**config.mk**
```make
export PLATFORM = sky130hd
export DESIGN_NAME = tick_rx_monitor_flat
export DESIGN_NICKNAME = d
export VERILOG_FILES = /design/src/rtl/tick_rx_if.sv /design/src/rtl/tick_rx_monitor.sv /design/src/flat_wrapper.sv
export SDC_FILE = /design/constraint.sdc
export NUM_CORES = 1
export LEC_CHECK = 0
export CAP_MARGIN = 5
export CELL_PAD_IN_SITES_DETAIL_PLACEMENT = 0
export CELL_PAD_IN_SITES_GLOBAL_PLACEMENT = 2
export CORE_MARGIN = 2
export CORE_UTILIZATION = 32
export DETAILED_ROUTE_END_ITERATION = 8
export PLACE_DENSITY_LB_ADDON = 0.1
export REMOVE_ABC_BUFFERS = 1
export SLEW_MARGIN = 25
export SYNTH_ARGS = -nofsm -noshare
export SYNTH_HDL_FRONTEND = slang
export SYNTH_SLANG_ARGS = --single-unit
export TNS_END_PERCENT = 1
```
**constraint.sdc**
```tcl
create_clock -name clk -period 2.75 [get_ports clk]
set_input_delay 0.825 -clock clk [delete_from_list [all_inputs] [get_ports clk]]
set_output_delay 0.825 -clock clk [all_outputs]
set_load 0.01 [all_outputs]
```
**src/rtl/tick_rx_if.sv**
```systemverilog
// Slow-tick receive bundle: the incoming divided clock and everything the monitor reports about it.
interface tick_rx_if #(
  parameter int CNT_W  = 20,
  parameter int MISS_W = 8
);
  logic              tick_in;
  logic              tick_pulse;
  logic              locked;
  logic [CNT_W-1:0]  period;
  logic              err_short;
  logic              err_long;
  logic [MISS_W-1:0] miss_count;

  modport master (
    output tick_in,
    input  tick_pulse, locked, period, err_short, err_long, miss_count
  );

  modport slave (
    input  tick_in,
    output tick_pulse, locked, period, err_short, err_long, miss_count
  );
endinterface

```
**src/rtl/tick_rx_monitor.sv**
```systemverilog
// Receives the divided slow clock, emits one tick per rising edge, measures periods and tracks lock.
// Build option TICK_GATE_EN: only ticks from edges that leave the monitor LOCKED are forwarded.
module tick_rx_monitor #(
  parameter int NOMINAL_CYCLES = 833336,
  parameter int TOL            = 8333,
  parameter int LOCK_COUNT     = 4,
  parameter int CNT_W          = 20,
  parameter int MISS_W         = 8
) (
  input  logic      clk,
  input  logic      rst_n,
  input  logic      internal_reset,
  tick_rx_if.slave  bus
);

  localparam int                GOOD_W   = $clog2(LOCK_COUNT + 1);
  localparam logic [CNT_W-1:0]  MIN_P    = CNT_W'(NOMINAL_CYCLES - TOL);
  localparam logic [CNT_W-1:0]  MAX_P    = CNT_W'(NOMINAL_CYCLES + TOL);
  localparam logic [CNT_W-1:0]  CNT_MAX  = {CNT_W{1'b1}};
  localparam logic [MISS_W-1:0] MISS_MAX = {MISS_W{1'b1}};
  localparam logic [GOOD_W-1:0] GOOD_TOP = GOOD_W'(LOCK_COUNT - 1);

  typedef enum logic [1:0] {
    ST_IDLE    = 2'd0,
    ST_ACQUIRE = 2'd1,
    ST_LOCKED  = 2'd2
  } state_t;

  state_t            state_r, state_s;
  logic              s1_r, s2_r, s3_r;
  logic [CNT_W-1:0]  cnt_r, cnt_s;
  logic [CNT_W-1:0]  period_r, period_s;
  logic [CNT_W-1:0]  measured_s;
  logic [GOOD_W-1:0] good_r, good_s;
  logic [MISS_W-1:0] miss_r, miss_s;
  logic              edge_s, timeout_s, short_s;
  logic              tick_r, tick_s;
  logic              err_short_r, err_short_s;
  logic              err_long_r, err_long_s;
  logic              locked_r, locked_s;

  assign edge_s     = s2_r & ~s3_r;
  assign measured_s = cnt_r + CNT_W'(1);
  assign short_s    = (measured_s < MIN_P);
  // Timeout can coincide with an edge; the edge then restarts acquisition instead of being measured.
  assign timeout_s  = (state_r != ST_IDLE) && (cnt_r == MAX_P);

  // Two-flop synchronizer plus history flop for rising-edge detection.
  always_ff @(posedge clk or negedge rst_n) begin
    if (!rst_n) begin
      s1_r <= 1'b0;
      s2_r <= 1'b0;
      s3_r <= 1'b0;
    end else if (internal_reset) begin
      s1_r <= 1'b0;
      s2_r <= 1'b0;
      s3_r <= 1'b0;
    end else begin
      s1_r <= bus.tick_in;
      s2_r <= s1_r;
      s3_r <= s2_r;
    end
  end

  // Lock FSM state and good-period run length.
  always_ff @(posedge clk or negedge rst_n) begin
    if (!rst_n) begin
      state_r <= ST_IDLE;
      good_r  <= {GOOD_W{1'b0}};
    end else if (internal_reset) begin
      state_r <= ST_IDLE;
      good_r  <= {GOOD_W{1'b0}};
    end else begin
      state_r <= state_s;
      good_r  <= good_s;
    end
  end

  // Next-state logic.
  always_comb begin
    state_s = state_r;
    good_s  = good_r;
    case (state_r)
      ST_IDLE: begin
        if (edge_s) begin
          state_s = ST_ACQUIRE;
          good_s  = {GOOD_W{1'b0}};
        end else begin
          state_s = ST_IDLE;
        end
      end
      ST_ACQUIRE: begin
        if (timeout_s) begin
          state_s = edge_s ? ST_ACQUIRE : ST_IDLE;
          good_s  = {GOOD_W{1'b0}};
        end else if (edge_s && short_s) begin
          good_s = {GOOD_W{1'b0}};
        end else if (edge_s) begin
          if (good_r == GOOD_TOP) begin
            state_s = ST_LOCKED;
            good_s  = {GOOD_W{1'b0}};
          end else begin
            good_s = good_r + GOOD_W'(1);
          end
        end else begin
          state_s = ST_ACQUIRE;
        end
      end
      ST_LOCKED: begin
        if (timeout_s) begin
          state_s = edge_s ? ST_ACQUIRE : ST_IDLE;
          good_s  = {GOOD_W{1'b0}};
        end else if (edge_s && short_s) begin
          state_s = ST_ACQUIRE;
          good_s  = {GOOD_W{1'b0}};
        end else begin
          state_s = ST_LOCKED;
        end
      end
      default: begin
        state_s = ST_IDLE;
        good_s  = {GOOD_W{1'b0}};
      end
    endcase
  end

  // Output and datapath next values.
  always_comb begin
    cnt_s       = cnt_r;
    period_s    = period_r;
    miss_s      = miss_r;
    err_long_s  = timeout_s;
    err_short_s = edge_s && short_s && !timeout_s && (state_r != ST_IDLE);
    locked_s    = (state_s == ST_LOCKED);
    if (edge_s) begin
      cnt_s = {CNT_W{1'b0}};
    end else if (cnt_r != CNT_MAX) begin
      cnt_s = cnt_r + CNT_W'(1);
    end else begin
      cnt_s = cnt_r;
    end
    if (edge_s && !timeout_s && (state_r != ST_IDLE)) begin
      period_s = measured_s;
    end else begin
      period_s = period_r;
    end
    if (timeout_s && (state_r == ST_LOCKED) && (miss_r != MISS_MAX)) begin
      miss_s = miss_r + MISS_W'(1);
    end else begin
      miss_s = miss_r;
    end
`ifdef TICK_GATE_EN
    tick_s = edge_s && (state_s == ST_LOCKED);
`else
    tick_s = edge_s;
`endif
  end

  // Registered counter and outputs.
  always_ff @(posedge clk or negedge rst_n) begin
    if (!rst_n) begin
      cnt_r       <= {CNT_W{1'b0}};
      period_r    <= {CNT_W{1'b0}};
      miss_r      <= {MISS_W{1'b0}};
      tick_r      <= 1'b0;
      err_short_r <= 1'b0;
      err_long_r  <= 1'b0;
      locked_r    <= 1'b0;
    end else if (internal_reset) begin
      cnt_r       <= {CNT_W{1'b0}};
      period_r    <= {CNT_W{1'b0}};
      miss_r      <= {MISS_W{1'b0}};
      tick_r      <= 1'b0;
      err_short_r <= 1'b0;
      err_long_r  <= 1'b0;
      locked_r    <= 1'b0;
    end else begin
      cnt_r       <= cnt_s;
      period_r    <= period_s;
      miss_r      <= miss_s;
      tick_r      <= tick_s;
      err_short_r <= err_short_s;
      err_long_r  <= err_long_s;
      locked_r    <= locked_s;
    end
  end

  assign bus.tick_pulse = tick_r;
  assign bus.locked     = locked_r;
  assign bus.period     = period_r;
  assign bus.err_short  = err_short_r;
  assign bus.err_long   = err_long_r;
  assign bus.miss_count = miss_r;

endmodule

```
**src/flat_wrapper.sv**
```systemverilog
// flat-port wrapper written by rule: the top's interface ports become plain ports
module tick_rx_monitor_flat 
#(
  parameter int NOMINAL_CYCLES = 833336,
  parameter int TOL            = 8333,
  parameter int LOCK_COUNT     = 4,
  parameter int CNT_W          = 20,
  parameter int MISS_W         = 8
)
  (clk, rst_n, internal_reset, bus_tick_in, bus_tick_pulse, bus_locked, bus_period, bus_err_short, bus_err_long, bus_miss_count);
  tick_rx_if #(.CNT_W(CNT_W), .MISS_W(MISS_W)) bus_i ();
  input  logic clk;
  input  logic rst_n;
  input  logic internal_reset;
  input wire logic [$bits(bus_i.tick_in)-1:0] bus_tick_in;
  output wire logic [$bits(bus_i.tick_pulse)-1:0] bus_tick_pulse;
  output wire logic [$bits(bus_i.locked)-1:0] bus_locked;
  output wire logic [$bits(bus_i.period)-1:0] bus_period;
  output wire logic [$bits(bus_i.err_short)-1:0] bus_err_short;
  output wire logic [$bits(bus_i.err_long)-1:0] bus_err_long;
  output wire logic [$bits(bus_i.miss_count)-1:0] bus_miss_count;
  assign bus_i.tick_in = bus_tick_in;
  assign bus_tick_pulse = bus_i.tick_pulse;
  assign bus_locked = bus_i.locked;
  assign bus_period = bus_i.period;
  assign bus_err_short = bus_i.err_short;
  assign bus_err_long = bus_i.err_long;
  assign bus_miss_count = bus_i.miss_count;
  tick_rx_monitor #(.NOMINAL_CYCLES(NOMINAL_CYCLES), .TOL(TOL), .LOCK_COUNT(LOCK_COUNT), .CNT_W(CNT_W), .MISS_W(MISS_W)) u_core (.clk(clk), .rst_n(rst_n), .internal_reset(internal_reset), .bus(bus_i));
endmodule
```
==> metrics <==
total of max-cap violations=0; Hold Violations, Final=0; PwrDens=449 mW/mm²; core area=0.00924 mm²; final net count=390; Die H=102 µm; CTS hold repair buffers=0; # IOs=36; crit-path cells=ha_4 > or4_4 > a21boi_2 > o32ai_2 > a2111oi_4 > o31ai_4 > o32ai_4 > mux2_4; most frequent cells in the layout=dfrtp_1 (60), nor2_1 (39), buf_4 (38), clkdlybuf4s50_1 (34), o21ai_0 (24); hold slack=0.453 ns; Total GRT Usage=16.9%; asr flop ratio synth=100%; worst hold path type=reg2reg; hold wc startpoint=u_core.s3_r; slew margin rel.=57.1%; pin count of the biggest net entering global routing=35; min cycle time layout=2.73 ns; crit path kind=reg2reg; vias per cell=4.95; synthesized area per cell=9.76 µm²; leakage=0.00165 µW; n_diodes=0; Max Fanout on Critical Path=7; most common cell after layout, fill and taps aside=dfrtp_1; Synth Flop Type=dfrtp_1; via count=2551; f_max=366 MHz; number of synthesized flops with an enable pin=0; Non-Filler Instances=515; Worst IR Drop VDD=0.233 mV; clk root buf=clkbuf_8; DRT Pass-1 Iters=4; DRT antenna net count=0; Worst Tran Pin Value=0.644 ns; sequential area share after synthesis=49.3%; Slew Viols, Final=0; Starting Density=33.0%; unrepaired setup endpoints after global routing=yes; reg2reg setup slack=0.02 ns; post-placement cell count=498; CTS tree=done; die area=0.0103 mm²; Req. time, crit path=2.97 ns; Routed WL=8.09 mm; CP Data Arrival Time=2.95 ns; reg2reg end=u_core.good_r[1]; fin area=0.00415 mm²; CTS Buffer Depth=2; M1 GR Usage=24.1%; Reg clk slew, reported paths=0.07 ns; DR WL/cell=15.7 µm; area of the mapped netlist=0.00305 mm²; port bufs=35; #FFs+latches synth=60; drt drc=0; Final HPWL DP=5.70 mm; Startpoint Class=flip-flop; Site Rows=35; CTS Buf Count=9; Setup crit end kind=flip-flop; Placement Cell Area=0.00381 mm²; number of global-route vias before repair=2586; CP peak stage delay=0.51 ns; Yosys top cell area share=49.3%; share of cells above drive strength 1=21.8%; CTS Sinks=60; initial antenna violation count=0; first-iteration detailed-routing DRC count=95; hold path endpoint=u_core.bus.tick_pulse; Hold Path Cell Cnt=1; R2R Path Start=u_core.cnt_r[1]; # setup viols final=0; Distinct cells, synth=44; GRT met3 Usage=2.97%; Mapped Cells=312; Worst path slowest cell=or4_4; first-pass GRT wire length=13.3 mm; period utilisation layout=99.3%; global route overflow=0; Horiz. Die Dim=102 µm; met2 Use GR=24.6%; GRT Max-Usage Layer=met2; cell family with most CP delay=compound AO/OA/AOI/OAI gates; top cells by area, synth=dfrtp_1 (49%), a211oi_1 (5.2%), nor2_1 (4.9%); status=finished, final reports clean; synthesis-to-finish area growth=36.3%; routability cong.=0.791; H-tree Lvls=3; CP Buf/Inv Count=0; Yosys top cell by area=dfrtp_1; Worst-Skew Late Latency=0.34 ns; TNS Setup=0 ns; FF-to-FF path depth=8; yosys warns=0; Setup Skew=0.00856 ns
-- power by group --
group	switching (µW)	leakage (µW)	internal, µW
clock	367	0.000102	465
sequential	9.47	0.000833	892
combinational	78.1	0.000717	53.0
total	455	0.00165	1410
-- stage by stage --
| step | total power (µW) | util, % | worst slack [ns] |
|---|---|---|---|
| after floorplan | 964 | - | -0.471 |
| after global placement | 1040 | 41.2 | 0.0163 |
| after detailed placement | 1040 | 41.2 | -0.0605 |
| after CTS | 1880 | 43.5 | -0.0400 |
| after global routing | 1950 | 45.0 | -0.0955 |
| final | 1870 | 45.0 | 0.0188 |
-- synthesized netlist by cell type, drive strengths merged (8+ instances only) --
master  instances
a211oi         21
nor3           10
nand4           8
xor2           12
xnor2          12
nand2          22
a21oi           9
nand3          11
nor2           40
dfrtp          60
clkbuf         13
o21ai          25
nor2b           9
-- cell type report --
cell class | instances | area (µm²)
tap | 129 | 161
timing repair buffer | 77 | 693
clock buffer | 12 | 155
clock inverter | 4 | 47.5
inverter | 4 | 15.0
multi-input combinational | 229 | 1580
sequential | 60 | 1500
fill | 908 | 5090
-- flip-flops by register name, indices dropped and copies added (netlist names) --
name,flops
u_core.bus.locked,1
u_core.bus.tick_pulse,1
u_core.s3_r,1
u_core.s1_r,1
u_core.bus.period,20
u_core.good_r,3
u_core.bus.miss_count,8
u_core.bus.err_long,1
u_core.s2_r,1
u_core.cnt_r,20
u_core.state_r,2
u_core.bus.err_short,1
-- cell families (layout without fill, tap and decap cells) --
| group | count (synthesis) | after routing | share of synthesized area (%) |
|---|---|---|---|
| AO/OA/AOI/OAI | 72 | 72 | 16.3 |
| XOR/XNOR | 24 | 24 | 6.90 |
| adder cells (fa/ha/maj) | 6 | 6 | 2.38 |
| buffers and inverters | 23 | 97 | 3.16 |
| flip-flops | 60 | 60 | 49.3 |
| multiplexers | 3 | 3 | 1.07 |
| AND/OR/NAND/NOR | 124 | 124 | 20.9 |
-- what timing repair did --
item,in CTS,in global routing
setup endpoints to repair,3,6
buffers inserted,0,1
gates resized for setup,2,25
pin swaps,3,11
-- worst max path at each step --
stage	startpoint	endpoint	slack [ns]	depth (start not counted)
after global placement	u_core.cnt_r[1]	u_core.good_r[1]	0.02	8
final	u_core.cnt_r[1]	u_core.good_r[1]	0.02	8
after floorplan	u_core.cnt_r[0]	u_core.bus.period[10]	-0.47	6
after detailed placement	u_core.cnt_r[0]	u_core.good_r[1]	-0.06	8
after CTS	u_core.cnt_r[0]	u_core.good_r[1]	-0.04	8
after global routing	u_core.cnt_r[0]	u_core.good_r[1]	-0.1	11
-- layer usage --
layer / part of all wire, % / vias up
li1: - / 1246
met1: 49 / 1236
met2: 45 / 54
met3: 2.8 / 15
met4: 2.7 / 0
met5: 0 / -
No activity file was read; power rests on OpenSTA's default activity.
